File: src/rtl/sc_lane_shift_ctrl_pkg.sv
// Shared types, shift codes and the LFSR step function for the lane shift controller.
package sc_lane_shift_ctrl_pkg;

    typedef enum logic [1:0] {
        IDLE  = 2'd0,
        RUN   = 2'd1,
        PAUSE = 2'd2
    } state_t;

    localparam logic [1:0] SHIFT_HOLD = 2'b00;
    localparam logic [1:0] SHIFT_LEFT = 2'b10;

    // Fibonacci left shift, taps 7/5/4/3
    function automatic logic [7:0] lfsr_next(input logic [7:0] v);
        return {v[6:0], v[7] ^ v[5] ^ v[4] ^ v[3]};
    endfunction

endpackage

File: src/rtl/sc_lane_shift_ctrl_if.sv
// Control/status bundle between the game control FSM (master) and the lane shift controller (slave).
interface sc_lane_shift_ctrl_if #(
    parameter int PRESCALE_WIDTH = 23
);
    logic                      SC_LaneCTRL_clear_InLow;
    logic                      SC_LaneCTRL_start_InLow;
    logic                      SC_LaneCTRL_pause_InLow;
    logic [PRESCALE_WIDTH-1:0] SC_LaneCTRL_period_InBUS;
    logic [1:0]                SC_LaneCTRL_shiftselection_Out;
    logic [3:0]                SC_LaneCTRL_random_OutBUS;
    logic                      SC_LaneCTRL_clear_OutLow;
    logic                      SC_LaneCTRL_running_Out;

    modport master (
        output SC_LaneCTRL_clear_InLow,
        output SC_LaneCTRL_start_InLow,
        output SC_LaneCTRL_pause_InLow,
        output SC_LaneCTRL_period_InBUS,
        input  SC_LaneCTRL_shiftselection_Out,
        input  SC_LaneCTRL_random_OutBUS,
        input  SC_LaneCTRL_clear_OutLow,
        input  SC_LaneCTRL_running_Out
    );

    modport slave (
        input  SC_LaneCTRL_clear_InLow,
        input  SC_LaneCTRL_start_InLow,
        input  SC_LaneCTRL_pause_InLow,
        input  SC_LaneCTRL_period_InBUS,
        output SC_LaneCTRL_shiftselection_Out,
        output SC_LaneCTRL_random_OutBUS,
        output SC_LaneCTRL_clear_OutLow,
        output SC_LaneCTRL_running_Out
    );

endinterface

File: src/rtl/sc_lane_shift_ctrl_lfsr8.sv
// 8-bit pattern LFSR: loads SEED on reset or reseed, steps when enabled, self-recovers from all-zero.
module sc_lfsr8
    import sc_lane_shift_ctrl_pkg::*;
#(
    parameter logic [7:0] SEED = 8'hA5
) (
    input  logic       clk,
    input  logic       rst,
    input  logic       en,
    input  logic       reseed,
    output logic [7:0] q
);

    always_ff @(posedge clk or posedge rst) begin
        if (rst) begin
            q <= SEED;
        end else if (reseed) begin
            q <= SEED;
        end else if (en) begin
            q <= (q == 8'h00) ? SEED : lfsr_next(q);
        end
    end

endmodule

File: src/rtl/sc_lane_shift_ctrl.sv
// Lane scroll pacing: run/pause/idle FSM, period tick counter with one-clock shift strobes,
// restart clear pulse and a pseudo-random pattern nibble for the lane registers.
module sc_lane_shift_ctrl
    import sc_lane_shift_ctrl_pkg::*;
#(
    parameter int         PRESCALE_WIDTH = 23,
    parameter logic [7:0] LFSR_SEED      = 8'hA5
) (
    input logic SC_RegBACKGTYPE_CLOCK_50,
    input logic SC_RegBACKGTYPE_RESET_InHigh,
    sc_lane_shift_ctrl_if.slave lane
);

    state_t                    state;
    state_t                    next_state;
    logic [PRESCALE_WIDTH-1:0] count;
    logic [PRESCALE_WIDTH-1:0] wrap_at;
    logic [1:0]                shift_sel;
    logic                      clear_pulse_n;
    logic                      running;
    logic [7:0]                lfsr_q;
    logic                      do_tick;
    logic                      do_restart;
    logic                      clear_req;
    logic                      start_req;
    logic                      pause_req;

    assign clear_req = ~lane.SC_LaneCTRL_clear_InLow;
    assign start_req = ~lane.SC_LaneCTRL_start_InLow;
    assign pause_req = ~lane.SC_LaneCTRL_pause_InLow;

    // period 0 and 1 both mean "strobe every clock"
    assign wrap_at = (lane.SC_LaneCTRL_period_InBUS < PRESCALE_WIDTH'(2))
                   ? '0
                   : lane.SC_LaneCTRL_period_InBUS - PRESCALE_WIDTH'(1);

    // NOTE: every variable driven here gets a default first, so no path leaves it unassigned and no latch is inferred.
    always_comb begin
        next_state = state;
        do_tick    = 1'b0;
        do_restart = 1'b0;
        if (clear_req) begin
            next_state = IDLE;
        end else begin
            case (state)
                IDLE: begin
                    if (start_req) begin
                        next_state = RUN;
                        do_restart = 1'b1;
                    end
                end
                RUN: begin
                    if (pause_req) next_state = PAUSE;
                    else           do_tick    = 1'b1;
                end
                PAUSE: begin
                    if (start_req && !pause_req) next_state = RUN;
                end
                default: next_state = IDLE;
            endcase
        end
    end

    // NOTE: state registers use non-blocking assignments so every flop samples pre-edge values.
    always_ff @(posedge SC_RegBACKGTYPE_CLOCK_50 or posedge SC_RegBACKGTYPE_RESET_InHigh) begin
        if (SC_RegBACKGTYPE_RESET_InHigh) begin
            state         <= IDLE;
            count         <= '0;
            shift_sel     <= SHIFT_HOLD;
            clear_pulse_n <= 1'b1;
            running       <= 1'b0;
        end else begin
            state         <= next_state;
            running       <= (next_state == RUN);
            shift_sel     <= SHIFT_HOLD;
            clear_pulse_n <= 1'b1;
            if (clear_req || do_restart) begin
                count         <= '0;
                clear_pulse_n <= 1'b0;
            end else if (do_tick) begin
                // >= so a shrinking period wraps immediately instead of running to overflow
                if (count >= wrap_at) begin
                    count     <= '0;
                    shift_sel <= SHIFT_LEFT;
                end else begin
                    count <= count + PRESCALE_WIDTH'(1);
                end
            end
        end
    end

    // Step only after a strobe cycle so the nibble is stable while it is being sampled downstream.
    sc_lfsr8 #(
        .SEED (LFSR_SEED)
    ) u_lfsr (
        .clk    (SC_RegBACKGTYPE_CLOCK_50),
        .rst    (SC_RegBACKGTYPE_RESET_InHigh),
        .en     ((shift_sel == SHIFT_LEFT) && !clear_req),
        .reseed (clear_req),
        .q      (lfsr_q)
    );

    assign lane.SC_LaneCTRL_shiftselection_Out = shift_sel;
    assign lane.SC_LaneCTRL_random_OutBUS      = lfsr_q[3:0];
    assign lane.SC_LaneCTRL_clear_OutLow       = clear_pulse_n;
    assign lane.SC_LaneCTRL_running_Out        = running;

endmodule
File: src/flat_wrapper.sv
// flat-port wrapper written by rule: the top's interface ports become plain ports
module sc_lane_shift_ctrl_flat import sc_lane_shift_ctrl_pkg::*;
#(
    parameter int         PRESCALE_WIDTH = 23,
    parameter logic [7:0] LFSR_SEED      = 8'hA5
)
  (SC_RegBACKGTYPE_CLOCK_50, SC_RegBACKGTYPE_RESET_InHigh, lane_SC_LaneCTRL_clear_InLow, lane_SC_LaneCTRL_start_InLow, lane_SC_LaneCTRL_pause_InLow, lane_SC_LaneCTRL_period_InBUS, lane_SC_LaneCTRL_shiftselection_Out, lane_SC_LaneCTRL_random_OutBUS, lane_SC_LaneCTRL_clear_OutLow, lane_SC_LaneCTRL_running_Out);
  sc_lane_shift_ctrl_if #(.PRESCALE_WIDTH(PRESCALE_WIDTH)) lane_i ();
  input logic SC_RegBACKGTYPE_CLOCK_50;
  input logic SC_RegBACKGTYPE_RESET_InHigh;
  input wire logic [$bits(lane_i.SC_LaneCTRL_clear_InLow)-1:0] lane_SC_LaneCTRL_clear_InLow;
  input wire logic [$bits(lane_i.SC_LaneCTRL_start_InLow)-1:0] lane_SC_LaneCTRL_start_InLow;
  input wire logic [$bits(lane_i.SC_LaneCTRL_pause_InLow)-1:0] lane_SC_LaneCTRL_pause_InLow;
  input wire logic [$bits(lane_i.SC_LaneCTRL_period_InBUS)-1:0] lane_SC_LaneCTRL_period_InBUS;
  output wire logic [$bits(lane_i.SC_LaneCTRL_shiftselection_Out)-1:0] lane_SC_LaneCTRL_shiftselection_Out;
  output wire logic [$bits(lane_i.SC_LaneCTRL_random_OutBUS)-1:0] lane_SC_LaneCTRL_random_OutBUS;
  output wire logic [$bits(lane_i.SC_LaneCTRL_clear_OutLow)-1:0] lane_SC_LaneCTRL_clear_OutLow;
  output wire logic [$bits(lane_i.SC_LaneCTRL_running_Out)-1:0] lane_SC_LaneCTRL_running_Out;
  assign lane_i.SC_LaneCTRL_clear_InLow = lane_SC_LaneCTRL_clear_InLow;
  assign lane_i.SC_LaneCTRL_start_InLow = lane_SC_LaneCTRL_start_InLow;
  assign lane_i.SC_LaneCTRL_pause_InLow = lane_SC_LaneCTRL_pause_InLow;
  assign lane_i.SC_LaneCTRL_period_InBUS = lane_SC_LaneCTRL_period_InBUS;
  assign lane_SC_LaneCTRL_shiftselection_Out = lane_i.SC_LaneCTRL_shiftselection_Out;
  assign lane_SC_LaneCTRL_random_OutBUS = lane_i.SC_LaneCTRL_random_OutBUS;
  assign lane_SC_LaneCTRL_clear_OutLow = lane_i.SC_LaneCTRL_clear_OutLow;
  assign lane_SC_LaneCTRL_running_Out = lane_i.SC_LaneCTRL_running_Out;
  sc_lane_shift_ctrl #(.PRESCALE_WIDTH(PRESCALE_WIDTH), .LFSR_SEED(LFSR_SEED)) u_core (.SC_RegBACKGTYPE_CLOCK_50(SC_RegBACKGTYPE_CLOCK_50), .SC_RegBACKGTYPE_RESET_InHigh(SC_RegBACKGTYPE_RESET_InHigh), .lane(lane_i));
endmodule
File: config.mk
export PLATFORM = sky130hd
export DESIGN_NAME = sc_lane_shift_ctrl_flat
export DESIGN_NICKNAME = d
export VERILOG_FILES = /design/src/rtl/sc_lane_shift_ctrl_pkg.sv /design/src/rtl/sc_lane_shift_ctrl_if.sv /design/src/rtl/sc_lane_shift_ctrl_lfsr8.sv /design/src/rtl/sc_lane_shift_ctrl.sv /design/src/flat_wrapper.sv
export SDC_FILE = /design/constraint.sdc
export NUM_CORES = 1
export LEC_CHECK = 0
export CORE_AREA = 3 3 98 100
export DETAILED_ROUTE_END_ITERATION = 8
export DIE_AREA = 0 0 101 103
export PLACE_DENSITY = 0.59
export SLEW_MARGIN = 10
export SYNTH_ARGS = -nofsm -noshare
export SYNTH_HDL_FRONTEND = slang
export SYNTH_HIERARCHICAL = 1
export SYNTH_SLANG_ARGS = --single-unit
File: constraint.sdc
create_clock -name SC_RegBACKGTYPE_CLOCK_50 -period 2.5 [get_ports SC_RegBACKGTYPE_CLOCK_50]
set_clock_uncertainty 0.05 [all_clocks]
set_input_delay 0.5 -clock SC_RegBACKGTYPE_CLOCK_50 [delete_from_list [all_inputs] [get_ports SC_RegBACKGTYPE_CLOCK_50]]
set_output_delay 0.5 -clock SC_RegBACKGTYPE_CLOCK_50 [all_outputs]
set_load 0.02 [all_outputs]
==> metrics list <==
- In this run the critical register-to-register path is captured at u_core/count[1].
- The tree is rooted in a clkbuf_8.
- The floorplan has 34 rows.
- The number of antenna violations at the first check in global routing came to 0.
- The cell area that synthesis handed to floorplanning was approximately 2900 µm².
* Post-synthesis sequential element count: 36
- Timing analysis after detailed placement gives a worst setup slack of -2.023 ns.
* Register-to-Register Path Depth: 8
- The worst setup path is captured at a flip-flop.
- Buffers inserted during clock tree synthesis total 5.
- In this run the worst setup path begins at lane_SC_LaneCTRL_period_InBUS[10].
- Wire per inst: approximately 14 µm
* Synth warn: 6
* Net Count, Synth: a little under 400
* Ant. Diodes: 0
- Net count of the finished layout: slightly above 500
- The checks that failed: negative setup slack.
- Final-report max-slew violation count: 0
- DIE WIDTH: around 100 µm
* Worst reg2reg setup slack: approximately 0.06 ns
* Number of DRC violations after detailed-routing iteration 0: 130
- For the worst-skew pair, the clock arrives at the later sink with an insertion delay of approximately 0.29 ns.
* Smallest setup slack after layout: -1.286 ns
- Delay of the slowest cell on the worst path: 0.52 ns
- Power spread over the standard cell area amounts to 302.1 nW/µm².
- Of the post-synthesis cell area, the part taken by muxes is ~2.5%.
- Worst ir drop on vdd: 0.1753 mV
* Count of nets left with antenna violations after detail routing: 0
* HPWL after DPL: between 5 and 6 mm
- Clock-pin slew of the registers on the worst-case setup and hold paths: approximately 0.080 ns
- P_leak: approximately 2.0 nW
* Unique masters post-synth: 52
* CTS tree: yes
- Entering global routing, the biggest net connects 29 pins.
* Cell count after synthesis: 345
- The first global-routing pass estimated around 12 mm of wire.
- H-tree depth: 2
- With fillers left out, the area of the finished cells amounts to approximately 4400 µm².
- For this design, the CTS-stage hold fixing added 0 buffers.
- The tightest min-delay check is of the primary input to asynchronous set/reset pin type.
- The synthesized netlist devotes roughly an eighth of its cell area to compound gates.
* List of most frequent post-synthesis cells: nand2_1 (48), nor2_1 (43), dfrtp_1 (31)
- Data required time of the critical path: roughly 2.7 ns
- Following the worst setup path forward leads to its endpoint at u_core/count[1].
- Static timing analysis puts the maximum clock frequency at 264.1 MHz.
- Port buffering added 34 buffers.
- Summed over all instances, the cell type with the most area after synthesis is dfrtp_1.
- Routability-driven placement finished with a final weighted congestion of between 0.7 and 0.8.
- Measured along the y axis, the die boundary spans approximately 100 µm.
* Synth Area in Simple Gates: between 30% and 40%
- Cells with a size suffix above 1 make up a little under a third of the layout.
- Number of filler cells placed in the layout: between 800 and 900
- Total wire length after detailed routing: 7.686 mm
* Cell with the most instances after synthesis: nand2_1
- Max-cap viol count: 0
- In the synthesized netlist the async set-or-reset flop fraction comes to 100.0%.
* DRC violation count after routing: 0
* Time the final worst path needs with I/O delays and setup: about 3.8 ns
* Via count: about 2,800
- Run status: complete, but fails checks
- Power comes to 1.318 mW.
- The via count of the first global-routing pass is roughly 2,700.
* Startpoint types: primary input
* Die Footprint: roughly 10,000 µm²
- The core region is about 8800 µm².
* Vias per inst: around 5.0
- Data on the critical path arrives at its endpoint at 3.96 ns.
- On the critical path the largest part of the delay comes from simple AND/OR/NAND/NOR gates.
* Top area cells in the synthesized netlist: dfrtp_1 (27%), ha_1 (11%), nand2_1 (6.2%)
* Placed cell areas: 3820 µm²
- Proportion of netlist area held by the largest area contributor: 26.70%
- Of the total synthesized cell area, the portion taken by full adders, half adders and majority gates is between 10% and 20%.
* Post-synth EDFFs: 0
- Cell-by-cell listing of the critical path: buf_6 -> or4_4 -> or3_4 -> nor4_4 -> buf_4 -> and4b_2 -> nor2_1 -> mux2i_1 -> ha_1 -> nand4_1 -> nor3_4 -> o2111a_1 -> a21o_4 -> buf_4 -> or4_4 -> a21oi_2
- The critical path runs through a total of 16 cells.
- The pre-antenna-repair detailed-routing pass consisted of 4 iterations.
* Dominant combinational cell family by area after synthesis: simple AND/OR/NAND/NOR gates
- Summing the areas of all xor and xnor instances in the mapped netlist gives between 8 and 9% of the synthesized area.
- Sequential elements use a little under a third of the synthesized area.
- Together, buffers and inverters on the worst path number 3.
- During I/O placement, the number of pins put on the boundary was 36.
- Cell with the biggest individual delay on the critical path: or4_4
* Predominant post-synthesis flop cell: dfrtp_1
- Setup repair after global routing missed its margin: yes
- The number of failing hold endpoints at the final stage was 0.
* Fraction of the cycle the final worst path needs: 151.4%
* Synth-to-Final Area Change: 50.22%
- Worst Path Max Fanout: 4
* Global-route congestion overflow total: 0
- Setup-violating endpoint count in the final report: 24
* Maximum buffer depth of the clock tree: 2
* Total track usage: 14.80%
- Starting density of the core: 33.15%
- Averaged over all synthesized cells, the footprint is 8.421 µm².
* Launch point of the worst reg-to-reg path: u_core/count[5]
- The clock net in this run drives a total of 36 sinks.
- The critical path is of the primary input to flip-flop type.
## routing by layer
metal  GRT usage (%)  part of all wire [%]
met3           2.571                   3.8
met4           3.681                   1.3
met5               0                     0
met1           19.61                    46
met2           25.11                    49
## cells by family (layout without fill, tap and decap cells)
group,count (synthesis),after routing
compound gates,60,60
xor+xnor,28,28
fa+ha+maj,25,25
buf+inv,17,123
flops,36,36
mux,7,7
other cells,1,1
simple gates,171,172
## layout make-up
cell class / count / area [µm²] / area share (%)
repair buffers: 102 / 885.9 / 20.30
flip-flops and latches: 36 / 907.1 / 20.79
well taps: 108 / 135.1 / 3.096
clock buffers: 5 / 68.82 / 1.577
inverters: 13 / 48.80 / 1.118
multi-input cells: 293 / 2300 / 52.70
clock inverters: 3 / 18.77 / 0.4300
## how the worst min path moves through the flow
| stage | to | cells past startpoint | start |
|---|---|---|---|
| floorplan | u_core/u_lfsr/q[1] | 1 | SC_RegBACKGTYPE_RESET_InHigh |
| global placement | u_core/count[0] | 1 | u_core/count[0] |
| detailed placement | u_core/u_lfsr/q[7] | 2 | u_core/u_lfsr/q[7] |
| CTS | u_core/u_lfsr/q[4] | 2 | SC_RegBACKGTYPE_RESET_InHigh |
| global route | u_core/u_lfsr/q[4] | 2 | SC_RegBACKGTYPE_RESET_InHigh |
| finish | u_core/u_lfsr/q[4] | 2 | SC_RegBACKGTYPE_RESET_InHigh |
## stage by stage
step | util, % | cells | setup TNS (ns) | hold slack, ns
4_1_cts | 46.69 | 556 | -31.77 | 0.4309
3_5_place_dp | 43.59 | 537 | -46.26 | 0.4921
2_1_floorplan | - | 345 | -27.04 | 0.2628
5_1_grt | 49.80 | 560 | -31.83 | 0.4586
6_report | 49.80 | 560 | -28.45 | 0.4219
3_3_place_gp | 43.59 | 537 | -45.40 | 0.4744
## what timing repair did
| item | 4_1_cts | 5_1_grt |
|---|---|---|
| setup endpoints to repair | 24 | 24 |
| cloned | 0 | 1 |
| gates resized for setup | 42 | 48 |
| pin swaps | 24 | 46 |
| buffers inserted | 11 | 6 |
| endpoints found under the hold margin | 0 | 0 |
## worst reg2reg max path: cells and delay by family, from the launching register on
family	cells	cell delay, ns
AOI/OAI and AO/OA	5	0.97
DFF	1	0.47
and+or+nand+nor	1	0.47
adders and majority gates	1	0.27
buffers and inverters	1	0.14
## state kept, by name, indices dropped and copies added (netlist names)
name	flops
u_core/count	23
u_core/u_lfsr/q	8
u_core/state	2
u_core/lane.SC_LaneCTRL_clear_OutLow	1
u_core/lane.SC_LaneCTRL_running_Out	1
u_core/lane.SC_LaneCTRL_shiftselection_Out	1
## report_power, final
part,total (mW),switching [mW],internal (mW)
Sequential,0.598,0.00808,0.590
Clock,0.417,0.223,0.194
Combinational,0.304,0.152,0.152
Total,1.32,0.382,0.936
## cell usage in the layout, fill, tap and decap left out, drive strengths merged, types with 4 or more instances in the layout
cell type,synthesis,final
nor2,43,44
and2,4,4
xor2,16,16
and3,6,6
nor2b,4,4
nor4,7,7
o21ai,18,18
ha,25,25
dfstp,5,5
xnor2,12,12
inv,13,13
a31oi,4,4
mux2i,6,6
nand3,16,16
nand2b,10,10
dfrtp,31,31
or3,6,6
a21o,5,5
nand2,48,48
a21oi,18,18
nor3,16,16
buf,3,71
clkbuf,1,5
clkdlybuf4s50,0,27
Note: power is estimated with default switching activity, not from simulation.
